<file path="src/rtl/psram_test_pkg.sv">
// Shared types and constants for the PSRAM test sequencer: FSM states, pattern
// selectors and the LFSR step used to regenerate data in both phases.
package psram_test_pkg;

  typedef enum logic [2:0] {
    S_IDLE      = 3'd0,
    S_WAIT_INIT = 3'd1,
    S_WR_ISSUE  = 3'd2,
    S_WR_WAIT   = 3'd3,
    S_RD_ISSUE  = 3'd4,
    S_RD_WAIT   = 3'd5,
    S_DONE      = 3'd6
  } state_e;

  typedef enum logic [1:0] {
    PATTERN_ADDR = 2'd0,
    PATTERN_LFSR = 2'd1,
    PATTERN_55AA = 2'd2,
    PATTERN_00FF = 2'd3
  } pattern_e;

  localparam logic [15:0] LFSR_TAPS = 16'hB400;

  // Galois form, right-shifting: the bit shifted out folds back through the taps.
  function automatic logic [15:0] lfsr_step(input logic [15:0] s);
    return (s >> 1) ^ (s[0] ? LFSR_TAPS : 16'h0000);
  endfunction

endpackage

</file>
<file path="src/rtl/psram_test_pattern_gen.sv">
// Expected-byte generator. One LFSR serves both phases, so the read phase
// regenerates exactly the byte stream the write phase produced.
module psram_test_pattern_gen
  import psram_test_pkg::*;
#(
  parameter logic [15:0] SEED = 16'hACE1
) (
  input  logic       clk,
  input  logic       reset,
  input  logic       load,
  input  logic       advance,
  input  pattern_e   sel,
  input  logic [7:0] addr,
  output logic [7:0] expected
);

  logic [15:0] lfsr_q, lfsr_d;

  always_comb begin
    lfsr_d = lfsr_q;
    if (load)         lfsr_d = SEED;
    else if (advance) lfsr_d = lfsr_step(lfsr_q);
  end

  // NOTE: sequential state is written with <= so every register samples the
  // pre-edge values; = here would make results depend on process ordering.
  always_ff @(posedge clk) begin
    if (reset) lfsr_q <= SEED;
    else       lfsr_q <= lfsr_d;
  end

  always_comb begin
    case (sel)
      PATTERN_ADDR: expected = addr;
      PATTERN_LFSR: expected = lfsr_q[7:0];
      PATTERN_55AA: expected = addr[0] ? 8'hAA : 8'h55;
      default:      expected = addr[0] ? 8'hFF : 8'h00;
    endcase
  end

endmodule

</file>
<file path="src/rtl/psram_test_sequencer.sv">
// Write/read-back/compare traffic generator for one PSRAM controller channel.
// Holds the FSM, address and timeout counters, and the error bookkeeping.
module psram_test_sequencer
  import psram_test_pkg::*;
#(
  parameter logic [21:0] END_ADDRESS = 22'h3FFFFF,
  parameter logic [15:0] LFSR_SEED   = 16'hACE1,
  parameter logic [7:0]  TIMEOUT_CYC = 8'd255
) (
  input  logic        clk,
  input  logic        reset,
  input  logic        start,
  input  logic [1:0]  pattern_sel,
  output logic        running,
  output logic        done,
  output logic        pass,
  output logic [15:0] error_count,
  output logic        timeout_seen,
  output logic [21:0] first_err_addr,
  output logic [7:0]  first_err_exp,
  output logic [7:0]  first_err_act,
  input  logic        mem_initial_busy,
  input  logic        mem_busy,
  output logic        mem_wr,
  output logic        mem_rd,
  output logic [21:0] mem_address,
  output logic [7:0]  mem_wdata,
  input  logic [7:0]  mem_rdata,
  input  logic        mem_rdata_en
);

  state_e      state_q, state_d;
  pattern_e    sel_q, sel_d;
  logic [21:0] addr_q, addr_d;
  logic [7:0]  tmo_q, tmo_d;
  logic        done_q, done_d;
  logic        tmo_seen_q, tmo_seen_d;
  logic [15:0] err_cnt_q, err_cnt_d;
  logic [21:0] fe_addr_q, fe_addr_d;
  logic [7:0]  fe_exp_q, fe_exp_d;
  logic [7:0]  fe_act_q, fe_act_d;

  logic        pg_load, pg_advance, step, err_evt;
  logic [7:0]  err_act, exp_byte;

  psram_test_pattern_gen #(.SEED(LFSR_SEED)) u_pattern (
    .clk      (clk),
    .reset    (reset),
    .load     (pg_load),
    .advance  (pg_advance),
    .sel      (sel_q),
    .addr     (addr_q[7:0]),
    .expected (exp_byte)
  );

  // NOTE: every signal assigned below gets a default first, so no path leaves
  // one unassigned and no latch is inferred.
  always_comb begin
    state_d    = state_q;
    sel_d      = sel_q;
    addr_d     = addr_q;
    tmo_d      = tmo_q;
    done_d     = done_q;
    tmo_seen_d = tmo_seen_q;
    err_cnt_d  = err_cnt_q;
    fe_addr_d  = fe_addr_q;
    fe_exp_d   = fe_exp_q;
    fe_act_d   = fe_act_q;
    pg_load    = 1'b0;
    pg_advance = 1'b0;
    step       = 1'b0;
    err_evt    = 1'b0;
    err_act    = mem_rdata;
    mem_wr     = 1'b0;
    mem_rd     = 1'b0;

    case (state_q)
      S_IDLE, S_DONE: begin
        if (start) begin
          state_d    = S_WAIT_INIT;
          sel_d      = pattern_e'(pattern_sel);
          addr_d     = '0;
          done_d     = 1'b0;
          tmo_seen_d = 1'b0;
          err_cnt_d  = '0;
          fe_addr_d  = '0;
          fe_exp_d   = '0;
          fe_act_d   = '0;
          pg_load    = 1'b1;
        end
      end
      S_WAIT_INIT: if (!mem_initial_busy) state_d = S_WR_ISSUE;
      S_WR_ISSUE: begin
        if (!mem_busy) begin
          mem_wr  = 1'b1;
          state_d = S_WR_WAIT;
        end
      end
      S_WR_WAIT: begin
        // Test the end address before incrementing: no wrap back to 0.
        if (!mem_busy) begin
          if (addr_q == END_ADDRESS) begin
            addr_d  = '0;
            pg_load = 1'b1;
            state_d = S_RD_ISSUE;
          end else begin
            addr_d     = addr_q + 22'd1;
            pg_advance = 1'b1;
            state_d    = S_WR_ISSUE;
          end
        end
      end
      S_RD_ISSUE: begin
        if (!mem_busy) begin
          mem_rd  = 1'b1;
          tmo_d   = '0;
          state_d = S_RD_WAIT;
        end
      end
      S_RD_WAIT: begin
        // The wait lasts at most TIMEOUT_CYC cycles before the byte is abandoned.
        if (mem_rdata_en) begin
          err_evt = (mem_rdata != exp_byte);
          step    = 1'b1;
        end else if (tmo_q == TIMEOUT_CYC - 8'd1) begin
          err_evt    = 1'b1;
          err_act    = 8'h00;
          tmo_seen_d = 1'b1;
          step       = 1'b1;
        end else begin
          tmo_d = tmo_q + 8'd1;
        end
        if (step) begin
          if (addr_q == END_ADDRESS) begin
            done_d  = 1'b1;
            state_d = S_DONE;
          end else begin
            addr_d     = addr_q + 22'd1;
            pg_advance = 1'b1;
            state_d    = S_RD_ISSUE;
          end
        end
      end
      default: state_d = S_IDLE;
    endcase

    if (err_evt) begin
      if (err_cnt_q != 16'hFFFF) err_cnt_d = err_cnt_q + 16'd1;
      if (err_cnt_q == 16'd0) begin
        fe_addr_d = addr_q;
        fe_exp_d  = exp_byte;
        fe_act_d  = err_act;
      end
    end
  end

  always_ff @(posedge clk) begin
    if (reset) begin
      state_q    <= S_IDLE;
      sel_q      <= PATTERN_ADDR;
      addr_q     <= '0;
      tmo_q      <= '0;
      done_q     <= 1'b0;
      tmo_seen_q <= 1'b0;
      err_cnt_q  <= '0;
      fe_addr_q  <= '0;
      fe_exp_q   <= '0;
      fe_act_q   <= '0;
    end else begin
      state_q    <= state_d;
      sel_q      <= sel_d;
      addr_q     <= addr_d;
      tmo_q      <= tmo_d;
      done_q     <= done_d;
      tmo_seen_q <= tmo_seen_d;
      err_cnt_q  <= err_cnt_d;
      fe_addr_q  <= fe_addr_d;
      fe_exp_q   <= fe_exp_d;
      fe_act_q   <= fe_act_d;
    end
  end

  assign running        = (state_q != S_IDLE) && (state_q != S_DONE);
  assign done           = done_q;
  assign pass           = done_q && (err_cnt_q == 16'd0);
  assign error_count    = err_cnt_q;
  assign timeout_seen   = tmo_seen_q;
  assign first_err_addr = fe_addr_q;
  assign first_err_exp  = fe_exp_q;
  assign first_err_act  = fe_act_q;
  assign mem_address    = addr_q;
  assign mem_wdata      = (state_q == S_WR_ISSUE) ? exp_byte : 8'h00;

endmodule

</file>
<file path="config.mk">
export PLATFORM = sky130hd
export DESIGN_NAME = psram_test_sequencer
export DESIGN_NICKNAME = d
export VERILOG_FILES = /design/src/rtl/psram_test_pkg.sv /design/src/rtl/psram_test_pattern_gen.sv /design/src/rtl/psram_test_sequencer.sv
export SDC_FILE = /design/constraint.sdc
export NUM_CORES = 1
export LEC_CHECK = 0
export CAP_MARGIN = 40
export CORE_MARGIN = 2
export CORE_UTILIZATION = 47
export DETAILED_ROUTE_END_ITERATION = 8
export PLACE_DENSITY = 0.74
export SLEW_MARGIN = 20
export SYNTH_ARGS = -nofsm -noshare
export SYNTH_HDL_FRONTEND = slang
export SYNTH_SLANG_ARGS = --single-unit
</file>
<file path="constraint.sdc">
create_clock -name clk -period 4.35 [get_ports clk]
set_clock_uncertainty 0.2 [all_clocks]
set_input_delay 0.435 -clock clk [delete_from_list [all_inputs] [get_ports clk]]
set_output_delay 0.435 -clock clk [all_outputs]
set_load 0.02 [all_outputs]
</file>
==> qor.yml <==
finish:
  stdcell_count: 892
  syn_to_final_growth_pct: 26.02
  finalInstanceArea_sq_um: 6794
  fin_nets: 765
  drive_gt1_share_pct: 6.008
  diodes: 0
sta:
  tightestPinTransition_ns: 0.7300
  final_hold_viol_count: 0
  rsz0062_at_grt: "false"
  period_needed_ns: 3.144
  tns_ns: 0
  clock.fmax_mhz: 318.0
  period_share_pct: 72.28
  hold_slack_ns: 0.2615
  setup_viol: 0
  slew_headroom_pct: 51.22
  finalMaxSlewViolations: 0
routing:
  drt_wl_total_um: 15180
  drc: 0
  wl_per_cell_um: 17.02
  drtPass1Iterations: 5
  drtIter0Drc: 451
  ant_nets: 0
  vias: 5195
  via_per_inst: 5.824
clocking:
  cts_tree: "done"
  postCtsSetupBuffers: 0
  cts.clk_slew.worst_paths_ns: 0.07
  clkSinkCount: 107
  clock_tree.root_cell: "clkbuf_16"
  clk_latency_ns: 0.35
  cts-resized-gates: 0
  cts_hold_buffers: 0
  clock_tree.buffer_depth: 2
  numCtsBuffers: 9
  htree_num_levels: 3
yosys:
  synthFlopType: "dfxtp_1"
  synth_seq_cells: 107
  synthesis.area_sq_um: 5391
  synthArstFlopShare_pct: 0
  yosysMostFrequentCell: "dfxtp_1"
  synth_nets: 681
  synth_cell_type_count: 64
  syn_area_per_cell_sq_um: 8.169
  synth_top_area_share_pct: 39.73
  syn_inst: 660
  ys_seq_area_share_pct: 39.73
  synth_area_leaders: "dfxtp_1, nand3_1, nand2_1"
  synth_edf_count: 0
  yosysWarnings: 0
  synth_top_area_cell: "dfxtp_1"
  synthTopCellsByCount: "dfxtp_1, nand2_1, nor2_1"
place:
  placed_area_sq_um: 6506
  dp_hpwl_um: 10780
  place.gp.congestion: 0.8575
  numPortBuffers: 105
  place_inst: 876
global_routing:
  antenna_found_initial: 0
  grt_pass1_vias: 4809
  grt_max_degree: 62
  grt_pass1_wl_um: 24960
  grt_use_total_pct: 24.73
  grt_overflow: 0
outcome:
  status: "finished clean"
floorplanning:
  num_io_pins: 106
  core_area_sq_um: 11320
  die_y_um: 111.1
  die_area_sq_um: 12340
  start_util_pct: 47.62
  rows: 39
  die_w_um: 111.1
critical_path:
  cpMaxStageDelayCell: "dfxtp_1"
  crit_fanout: 15
  cp_slowest_stage_delay_ns: 0.63
  start_kind: "flop"
  worstPathRequired_ns: 3.71
  crit_buf_inv: 1
  crit_type: "reg2out"
  crit_arrival_ns: 2.51
  crit_family: "simple AND/OR/NAND/NOR gates"
  path_cells: "nand2b_1, or2_2, nor2_1, clkdlybuf4s50_1"
  worstSetupEndpointType: "output pin"
pwr:
  p_leak_uw: 0.002320
  vdd.ir_drop.worst_mv: 0.2296
  cellPowerDensity_nw_per_um2: 302.1
worst_hold_path:
  min_path_type: "reg2reg"
job:
  cap_violations: 0
## path summary, 6_finish.rpt
kind	from	end	slack, ns	cells after the start
worst max-delay path	state_q[1]$_SDFFE_PP0P_	mem_wdata[6]	1.21	4
worst min-delay path	first_err_act[2]$_SDFF_PP0_	first_err_act[2]$_SDFF_PP0_	0.26	2
worst max register to register	mem_address[2]$_SDFFE_PP0P_	u_pattern.lfsr_q[10]$_SDFFE_PP1P_	1.21	6
worst min register to register	first_err_act[2]$_SDFF_PP0_	first_err_act[2]$_SDFF_PP0_	0.26	2
## cells by family (layout without fill, tap and decap cells)
kind of cell / Yosys count / count (layout) / synth area share [%]
simple gates: 328 / 328 / 29.64
mux: 19 / 19 / 3.667
xor+xnor: 36 / 36 / 6.127
compound gates: 106 / 106 / 14.46
buf+inv: 59 / 148 / 5.221
fa+ha+maj: 5 / 5 / 1.160
flops: 107 / 107 / 39.73
## worst min-delay path: stages, from the launching register on
cell and delay, ns:
dfxtp_1 0.32, nand3_1 0.06, nand2_1 0.05
## sequential cells by signal, summed over array words and instances, names as in the netlist
name              cells
tmo_q                 8
first_err_act         8
first_err_addr       22
done                  1
timeout_seen          1
first_err_exp         8
u_pattern.lfsr_q     16
error_count          16
mem_address          22
sel_q                 2
state_q               3
## cell type report
cell class                      instances  area (sq um)
Timing Repair Buffer                  113          1146
Multi-Input combinational cell        494          2968
Inverter                               19         71.32
Clock inverter                          5         45.04
Clock buffer                           11         242.7
Fill cell                            1016          4527
Sequential cell                       107          2142
Tap cell                              143         178.9
## through the flow
step	util (%)	setup WS [ns]	power [uW]
after global routing	60.01	0.8628	2135
after global placement	56.92	1.209	1272
final	60.01	1.206	2053
after CTS	60.01	1.209	2069
after detailed placement	57.47	1.126	1279
after floorplan	-	1.889	1207
## cells in the final DEF (no fill, tap or decap), drive strengths merged, types with 2 or more instances in the layout
cell	count
clkinv	2
a211oi	2
clkbuf	11
o221ai	2
a211o	10
a41o	4
mux2i	19
nand3b	2
xor2	15
or3	9
o21ba	2
o41ai	2
nor4b	2
or2	3
o311ai	2
o211ai	12
ha	5
nor4	6
nor3	31
nor2	73
and4	3
and2	6
inv	21
clkdlybuf4s50	104
nand2	77
or4	3
xnor2	21
o21a	2
and3	11
nand4	21
a21oi	42
o211a	3
dfxtp	107
o21ai	11
buf	9
nand3	69
nand2b	4
nor2b	7
## power by group
group          switching, uW  internal, uW  leakage (uW)
registers               26.2           987      0.000863
logic                    156          91.0       0.00132
clock network            380           413      0.000138
## per-layer routing
layer	GRT usage [%]	wire, um
met1	34.30	7008
met3	4.046	847
met4	11.28	478
met5	0	0
met2	37.87	6844
No activity file was read; power rests on OpenSTA's default activity.
